File: src/rtl/pipe_hazard_ctrl_pkg.sv
// Shared definitions for the pipeline hazard controller and the datapath
// operand muxes. Holds the forwarding-select encodings, the divide sequencer
// states, and the per-stage destination record.
package pipe_hazard_ctrl_pkg;

    localparam int REG_W = 5;
    localparam int CNT_W = 8;

    // Operand source select, shared with the ID-stage operand muxes.
    typedef enum logic [1:0] {
        FWD_RF      = 2'b00,
        FWD_EXALU   = 2'b01,
        FWD_MEMALU  = 2'b10,
        FWD_MEMDATA = 2'b11
    } fwd_sel_t;

    typedef enum logic {
        IDLE    = 1'b0,
        DIV_RUN = 1'b1
    } div_state_t;

    // Destination info tracked for an instruction sitting in EX or MEM.
    typedef struct packed {
        logic             wreg;
        logic             m2reg;
        logic [REG_W-1:0] dst;
    } dst_info_t;

    // Source select for one operand register. A younger producer in EX wins
    // over MEM. A load still in EX has no data yet, so it is never an EX
    // source. Register 0 is hard-wired and never forwarded.
    function automatic fwd_sel_t fwd_select(input logic [REG_W-1:0] r,
                                            input dst_info_t        ex,
                                            input dst_info_t        mem);
        if (ex.wreg && !ex.m2reg && (ex.dst == r) && (r != '0))
            return FWD_EXALU;
        if (mem.wreg && (mem.dst == r) && (r != '0))
            return mem.m2reg ? FWD_MEMDATA : FWD_MEMALU;
        return FWD_RF;
    endfunction

endpackage

File: src/rtl/hazard_fwd_unit.sv
// Combinational compare block: ID source registers against the EX/MEM
// destination shadows. Produces both operand selects and the load-use hit.
module hazard_fwd_unit
    import pipe_hazard_ctrl_pkg::*;
(
    input  logic [REG_W-1:0] id_rs,
    input  logic [REG_W-1:0] id_rt,
    input  logic             id_use_rs,
    input  logic             id_use_rt,
    input  dst_info_t        ex,
    input  dst_info_t        mem,
    output fwd_sel_t         fwd_a,
    output fwd_sel_t         fwd_b,
    output logic             loaduse
);

    assign fwd_a = fwd_select(id_rs, ex, mem);
    assign fwd_b = fwd_select(id_rt, ex, mem);

    // A load in EX whose destination is read by ID cannot be forwarded yet.
    always_comb begin
        loaduse = ex.wreg && ex.m2reg && (ex.dst != '0) &&
                  ((id_use_rs && (ex.dst == id_rs)) ||
                   (id_use_rt && (ex.dst == id_rt)));
    end

endmodule

File: src/rtl/pipe_hazard_ctrl.sv
// Hazard and sequencing controller for the 5-stage pipeline. Shadows the
// EX/MEM destination info, drives the forwarding selects, load-use
// interlocks, taken-branch flush, and the multi-cycle divide freeze.
module pipe_hazard_ctrl
    import pipe_hazard_ctrl_pkg::*;
#(
    parameter int unsigned DIV_CYCLES = 32,
    parameter bit          DELAY_SLOT = 1'b1
) (
    input  logic             clk,
    input  logic             rst,
    input  logic [REG_W-1:0] id_rs,
    input  logic [REG_W-1:0] id_rt,
    input  logic             id_use_rs,
    input  logic             id_use_rt,
    input  logic             id_wreg,
    input  logic             id_m2reg,
    input  logic [REG_W-1:0] id_dst,
    input  logic             id_div,
    input  logic             id_branch_taken,
    output logic [1:0]       fwd_a,
    output logic [1:0]       fwd_b,
    output logic             stall_pc,
    output logic             stall_ifid,
    output logic             bubble_idex,
    output logic             stall_idex,
    output logic             bubble_exmem,
    output logic             flush_ifid,
    output logic             div_start,
    output logic             div_busy
);

    // Counter reload: the first EX cycle is the issue cycle itself.
    localparam logic [CNT_W-1:0] CNT_LOAD = CNT_W'(DIV_CYCLES - 1);
    localparam bit               MULTI    = (DIV_CYCLES > 1);

    div_state_t       state, state_nxt;
    logic [CNT_W-1:0] cnt, cnt_nxt;
    logic             start_q, start_nxt;
    logic             loaduse;
    logic             div_stall;
    logic             issue;
    dst_info_t        ex_q, mem_q, id_info;
    fwd_sel_t         fwd_a_sel, fwd_b_sel;

    assign id_info = '{wreg: id_wreg, m2reg: id_m2reg, dst: id_dst};

    hazard_fwd_unit u_fwd (
        .id_rs     (id_rs),
        .id_rt     (id_rt),
        .id_use_rs (id_use_rs),
        .id_use_rt (id_use_rt),
        .ex        (ex_q),
        .mem       (mem_q),
        .fwd_a     (fwd_a_sel),
        .fwd_b     (fwd_b_sel),
        .loaduse   (loaduse)
    );

    assign fwd_a = fwd_a_sel;
    assign fwd_b = fwd_b_sel;

    // Divide sequencer: next state, counter and all stall/flush outputs.
    always_comb begin
        // NOTE: every signal gets a default first so no path infers a latch.
        state_nxt = state;
        cnt_nxt   = cnt;
        start_nxt = 1'b0;
        div_stall = 1'b0;
        issue     = id_div && !loaduse;

        unique case (state)
            IDLE: begin
                if (issue) begin
                    start_nxt = 1'b1;
                    if (MULTI) begin
                        state_nxt = DIV_RUN;
                        cnt_nxt   = CNT_LOAD;
                    end
                end
            end
            DIV_RUN: begin
                if (cnt != '0) begin
                    div_stall = 1'b1;
                    cnt_nxt   = cnt - CNT_W'(1);
                end else if (issue) begin
                    // Back-to-back divide takes EX as the previous one leaves.
                    start_nxt = 1'b1;
                    cnt_nxt   = CNT_LOAD;
                end else begin
                    state_nxt = IDLE;
                end
            end
            default: state_nxt = IDLE;
        endcase

        stall_pc     = loaduse || div_stall;
        stall_ifid   = loaduse || div_stall;
        bubble_idex  = loaduse;
        stall_idex   = div_stall;
        bubble_exmem = div_stall;
        // Branch is ignored while stalled; it is re-evaluated on release.
        // Gated by rst so every output is quiet while reset is held.
        flush_ifid   = !rst && !DELAY_SLOT && id_branch_taken &&
                       !loaduse && !div_stall;
        div_start    = start_q;
        div_busy     = (state == DIV_RUN) || start_q;
    end

    // Sequencer state register.
    always_ff @(posedge clk or posedge rst) begin
        if (rst) begin
            state   <= IDLE;
            cnt     <= '0;
            start_q <= 1'b0;
        end else begin
            // NOTE: sequential state uses non-blocking assignments only.
            state   <= state_nxt;
            cnt     <= cnt_nxt;
            start_q <= start_nxt;
        end
    end

    // EX/MEM destination shadows, following the datapath register enables.
    always_ff @(posedge clk or posedge rst) begin
        if (rst) begin
            ex_q  <= '0;
            mem_q <= '0;
        end else begin
            if (!stall_idex)
                ex_q <= bubble_idex ? '0 : id_info;
            mem_q <= bubble_exmem ? '0 : ex_q;
        end
    end

endmodule

File: config.mk
export PLATFORM = sky130hd
export DESIGN_NAME = pipe_hazard_ctrl
export DESIGN_NICKNAME = d
export VERILOG_FILES = /design/src/rtl/pipe_hazard_ctrl_pkg.sv /design/src/rtl/hazard_fwd_unit.sv /design/src/rtl/pipe_hazard_ctrl.sv
export SDC_FILE = /design/constraint.sdc
export NUM_CORES = 1
export LEC_CHECK = 0
export BUFFER_PORTS_ARGS = -buffer_cell sky130_fd_sc_hd__buf_2
export CAP_MARGIN = 30
export CORE_MARGIN = 3
export CORE_UTILIZATION = 53
export DETAILED_ROUTE_END_ITERATION = 7
export PLACE_DENSITY = 0.78
export SYNTH_ARGS = -nofsm -noshare
export SYNTH_HDL_FRONTEND = slang
export SYNTH_SLANG_ARGS = --single-unit
File: constraint.sdc
create_clock -name clk -period 2.2 [get_ports clk]
set_input_delay 0.11 -clock clk [delete_from_list [all_inputs] [get_ports clk]]
set_output_delay 0.11 -clock clk [all_outputs]
set_load 0.01 [all_outputs]
==> impl_results.md <==
- Critical Path End Type: primary output
- Reg2Reg Setup Slack: 0.25 ns
- Clock Latency Late Sink: 0.32 ns
- Hold Path Sink: ex_q[2]
- Fraction of registers with async set/reset: 100.0%
- Nets: 218
- # IOs: 35
- Total power: 2.057 mW
- Crit Reg-Reg Startpoint: cnt[0]
- Hold Crit Depth: 3
- Pre-CTS setup slack: 0.2487 ns
- Multi-input gate area: 889.6 µm²
- Slowest-stage cell, CP: dfrtp_1
- #FFs+latches synth: 24
- Min-delay worst type: input pin to flop
- Initial drt markers: 95
- Antenna-violating nets left: 0
- Largest net degree at the start of global routing: 25
- Final Setup Violations: 0
- Root buf cell: clkbuf_4
- Syn nets: 181
- Synth area leader: dfrtp_1
- Setup slack after layout: 0.1399 ns
- Initial Util: 55.92%
- H-tree depth: 1
- First-pass GRT wire length: 6072 µm
- Synth Flop Type: dfrtp_1
- Post-synthesis cell count: 156
- Worst EP required: 2.09 ns
- # DRC: 0
- Worst path cell trace: inv_1, ha_1, nor4b_4, a21bo_2, buf_6, o21ai_1, buf_2
- Post-Route WL: 3713 µm
- CTS max path bufs: 2
- Via count of the first global-routing pass: 1330
- Ant diodes: 0
- Sequential Area: 600.6 µm²
- Fmax: 0.4854 GHz
- CTS tree: done
- Port Buf Inserts: 32
- Tmin final: 2.060 ns
- Period utilization: 93.64%
- First-pass DRT Iterations: 4
- Kind of critical path: flop to primary output
- Pwr dens: 1131 nW/µm²
- Core Rows: 19
- Yosys top cell area share: 38.62%
- CP Max Fanout: 11
- Mapped Area: 1555 µm²
- Worst Max-Slew Pin Slew: 0.8741 ns
- Yosys cell types: 48
- CP delay by family, top: buffers and inverters
- Worst r2r path cells: 7
- Final GP Congestion: 0.9012
- CTS sink cnt: 24
- Relative slew slack: 41.66%
- Clock slew at the register clock pins of the worst setup and hold paths: 0.14 ns
- Fin Clk Skew: 0.007064 ns
- Max stage delay on crit path: 0.42 ns
- Worst VDD drop: 0.8947 mV
- Total global routing overflow: 0
- Area Growth Syn to Fin: 16.97%
- Layout cells sized above 1: 28.65%
- # fillers: 226
- Synth warn: 0
- Max cap viols: 0
- Hold Startpoint: id_dst[2]
- Setup_tns: 0 ns
- WL/cell: 16.65 µm
- Synthesized area per cell: 9.970 µm²
- Status: finished, final reports clean
- Die H: 60.17 µm
- Die W: 60.17 µm
- Via count: 1336
- Final instance area: 1819 µm²
- Final hold vios: 0
- Register area share after synthesis: 38.62%
- CP startpoint kind: flop
- Hold WS: 0.05209 ns
- Critical R2R Capture: cnt[3]
- Synth top area cells: dfrtp_1, xnor2_1, mux2i_1, a21oi_1, nor2_1
- All-Layer GR Usage: 22.68%
- Pleak: 0.7914 nW
- Core footprint: 2781 µm²
- DP Wirelength: 2824 µm
- Worst Path Buf+Inv: 3
- Number of synthesized flops with an enable pin: 0
- Placed inst area: 1738 µm²
- Via density: 5.991
- Die Area: 3620 µm²
- Num CTS Buffers: 3
- Antenna violations before repair: 0
- CP arrival: 1.95 ns
- Max-slew violation total from the final report: 0
[flip-flops by register name, summed over array words and instances, names as in the netlist]
name	count
ex_q	7
mem_q	7
div_start	1
state	1
cnt	8
[cells in the mapped netlist, types with 2 or more instances]
library cell,n
a211oi_1,4
a21boi_0,2
a21oi_1,9
a31oi_1,2
and2_1,7
buf_4,4
dfrtp_1,24
ha_1,2
inv_1,6
mux2_2,2
mux2i_1,7
nand2_1,4
nand3_1,4
nand4_1,2
nor2_1,12
nor3_1,6
nor4_1,5
o21ai_0,2
o311a_1,2
or4_1,2
xnor2_1,17
xor2_1,5
[repair_timing]
item / in CTS / in global routing
pin swaps: 0 / 1
setup buffers: 1 / 1
resized for setup: 0 / 4
endpoints found under the hold margin: 24 / 0
endpoints found under the setup margin: 2 / 2
hold buffers: 1 / 0
[cell type report]
type | count | area share [%]
multi-input cells | 119 | 48.90
flip-flops and latches | 24 | 33.01
repair buffers | 38 | 11.62
well taps | 31 | 2.132
clock inverters | 1 | 1.651
inverters | 7 | 1.444
clock buffers | 3 | 1.238
[worst min-delay path, delay by kind of cell]
family	cells	cell delay (ns)
mux	1	0.05
buf+inv	1	0.07
compound gates	1	0.10
[metrics by stage]
step                      instances  utilization [%]
after detailed placement        216            62.48
final                           223            65.41
after global routing            223            65.41
after floorplan                 156                -
after CTS                       222            65.00
after global placement          216            62.48
[cells in the final DEF, fill, tap and decap left out, types with 2 or more instances in the layout]
| master | instances |
|---|---|
| nand2_1 | 4 |
| a31oi_1 | 2 |
| ha_1 | 2 |
| xor2_1 | 5 |
| dfrtp_1 | 24 |
| and2_1 | 7 |
| o311a_1 | 2 |
| a211oi_1 | 4 |
| mux2i_1 | 7 |
| xnor2_1 | 17 |
| nor2_1 | 12 |
| inv_2 | 2 |
| or4_1 | 2 |
| mux2_2 | 2 |
| nor3_1 | 6 |
| clkbuf_4 | 3 |
| nand3_1 | 4 |
| nand4_1 | 2 |
| buf_2 | 32 |
| nor4_1 | 5 |
| inv_1 | 5 |
| buf_4 | 4 |
| a21oi_1 | 9 |
| a21boi_0 | 2 |
[per-layer routing]
metal | vias up | GRT usage [%] | share of wire [%]
met3 | 8 | 3.240 | 6.9
met2 | 49 | 38.27 | 50
met1 | 644 | 29.31 | 41
met5 | - | 0 | 0
met4 | 0 | 8.228 | 1.9
li1 | 635 | - | -
[worst max-delay path by stage]
| stage | startpoint | to | slack [ns] | cells after the start |
|---|---|---|---|---|
| after floorplan | cnt[0] | stall_pc | 0.28 | 7 |
| after global placement | cnt[0] | cnt[0] | 0.30 | 7 |
| after detailed placement | cnt[0] | cnt[0] | 0.25 | 7 |
| after CTS | cnt[0] | stall_pc | 0.03 | 7 |
| after global routing | cnt[0] | stall_ifid | -0.001 | 7 |
| final | cnt[1] | stall_pc | 0.14 | 7 |
[logic make-up (layout without fill, tap and decap cells)]
kind of cell / after synthesis / count (layout) / share of synthesized area (%)
AOI/OAI and AO/OA: 33 / 33 / 16.98
other: 1 / 1 / 0.2411
muxes: 9 / 9 / 5.953
buffers and inverters: 13 / 49 / 4.183
adders and majority gates: 2 / 2 / 1.609
and+or+nand+nor: 52 / 52 / 20.03
DFF: 24 / 24 / 38.62
xor gates and xnor gates: 22 / 22 / 12.39
[power by group]
group | internal [mW] | switching, mW | leakage [nW]
registers | 0.588 | 0.217 | 0.306
clock network | 0.184 | 0.136 | 0.0279
logic | 0.448 | 0.483 | 0.458
total | 1.22 | 0.836 | 0.791
(Power assumes the default switching activity.)
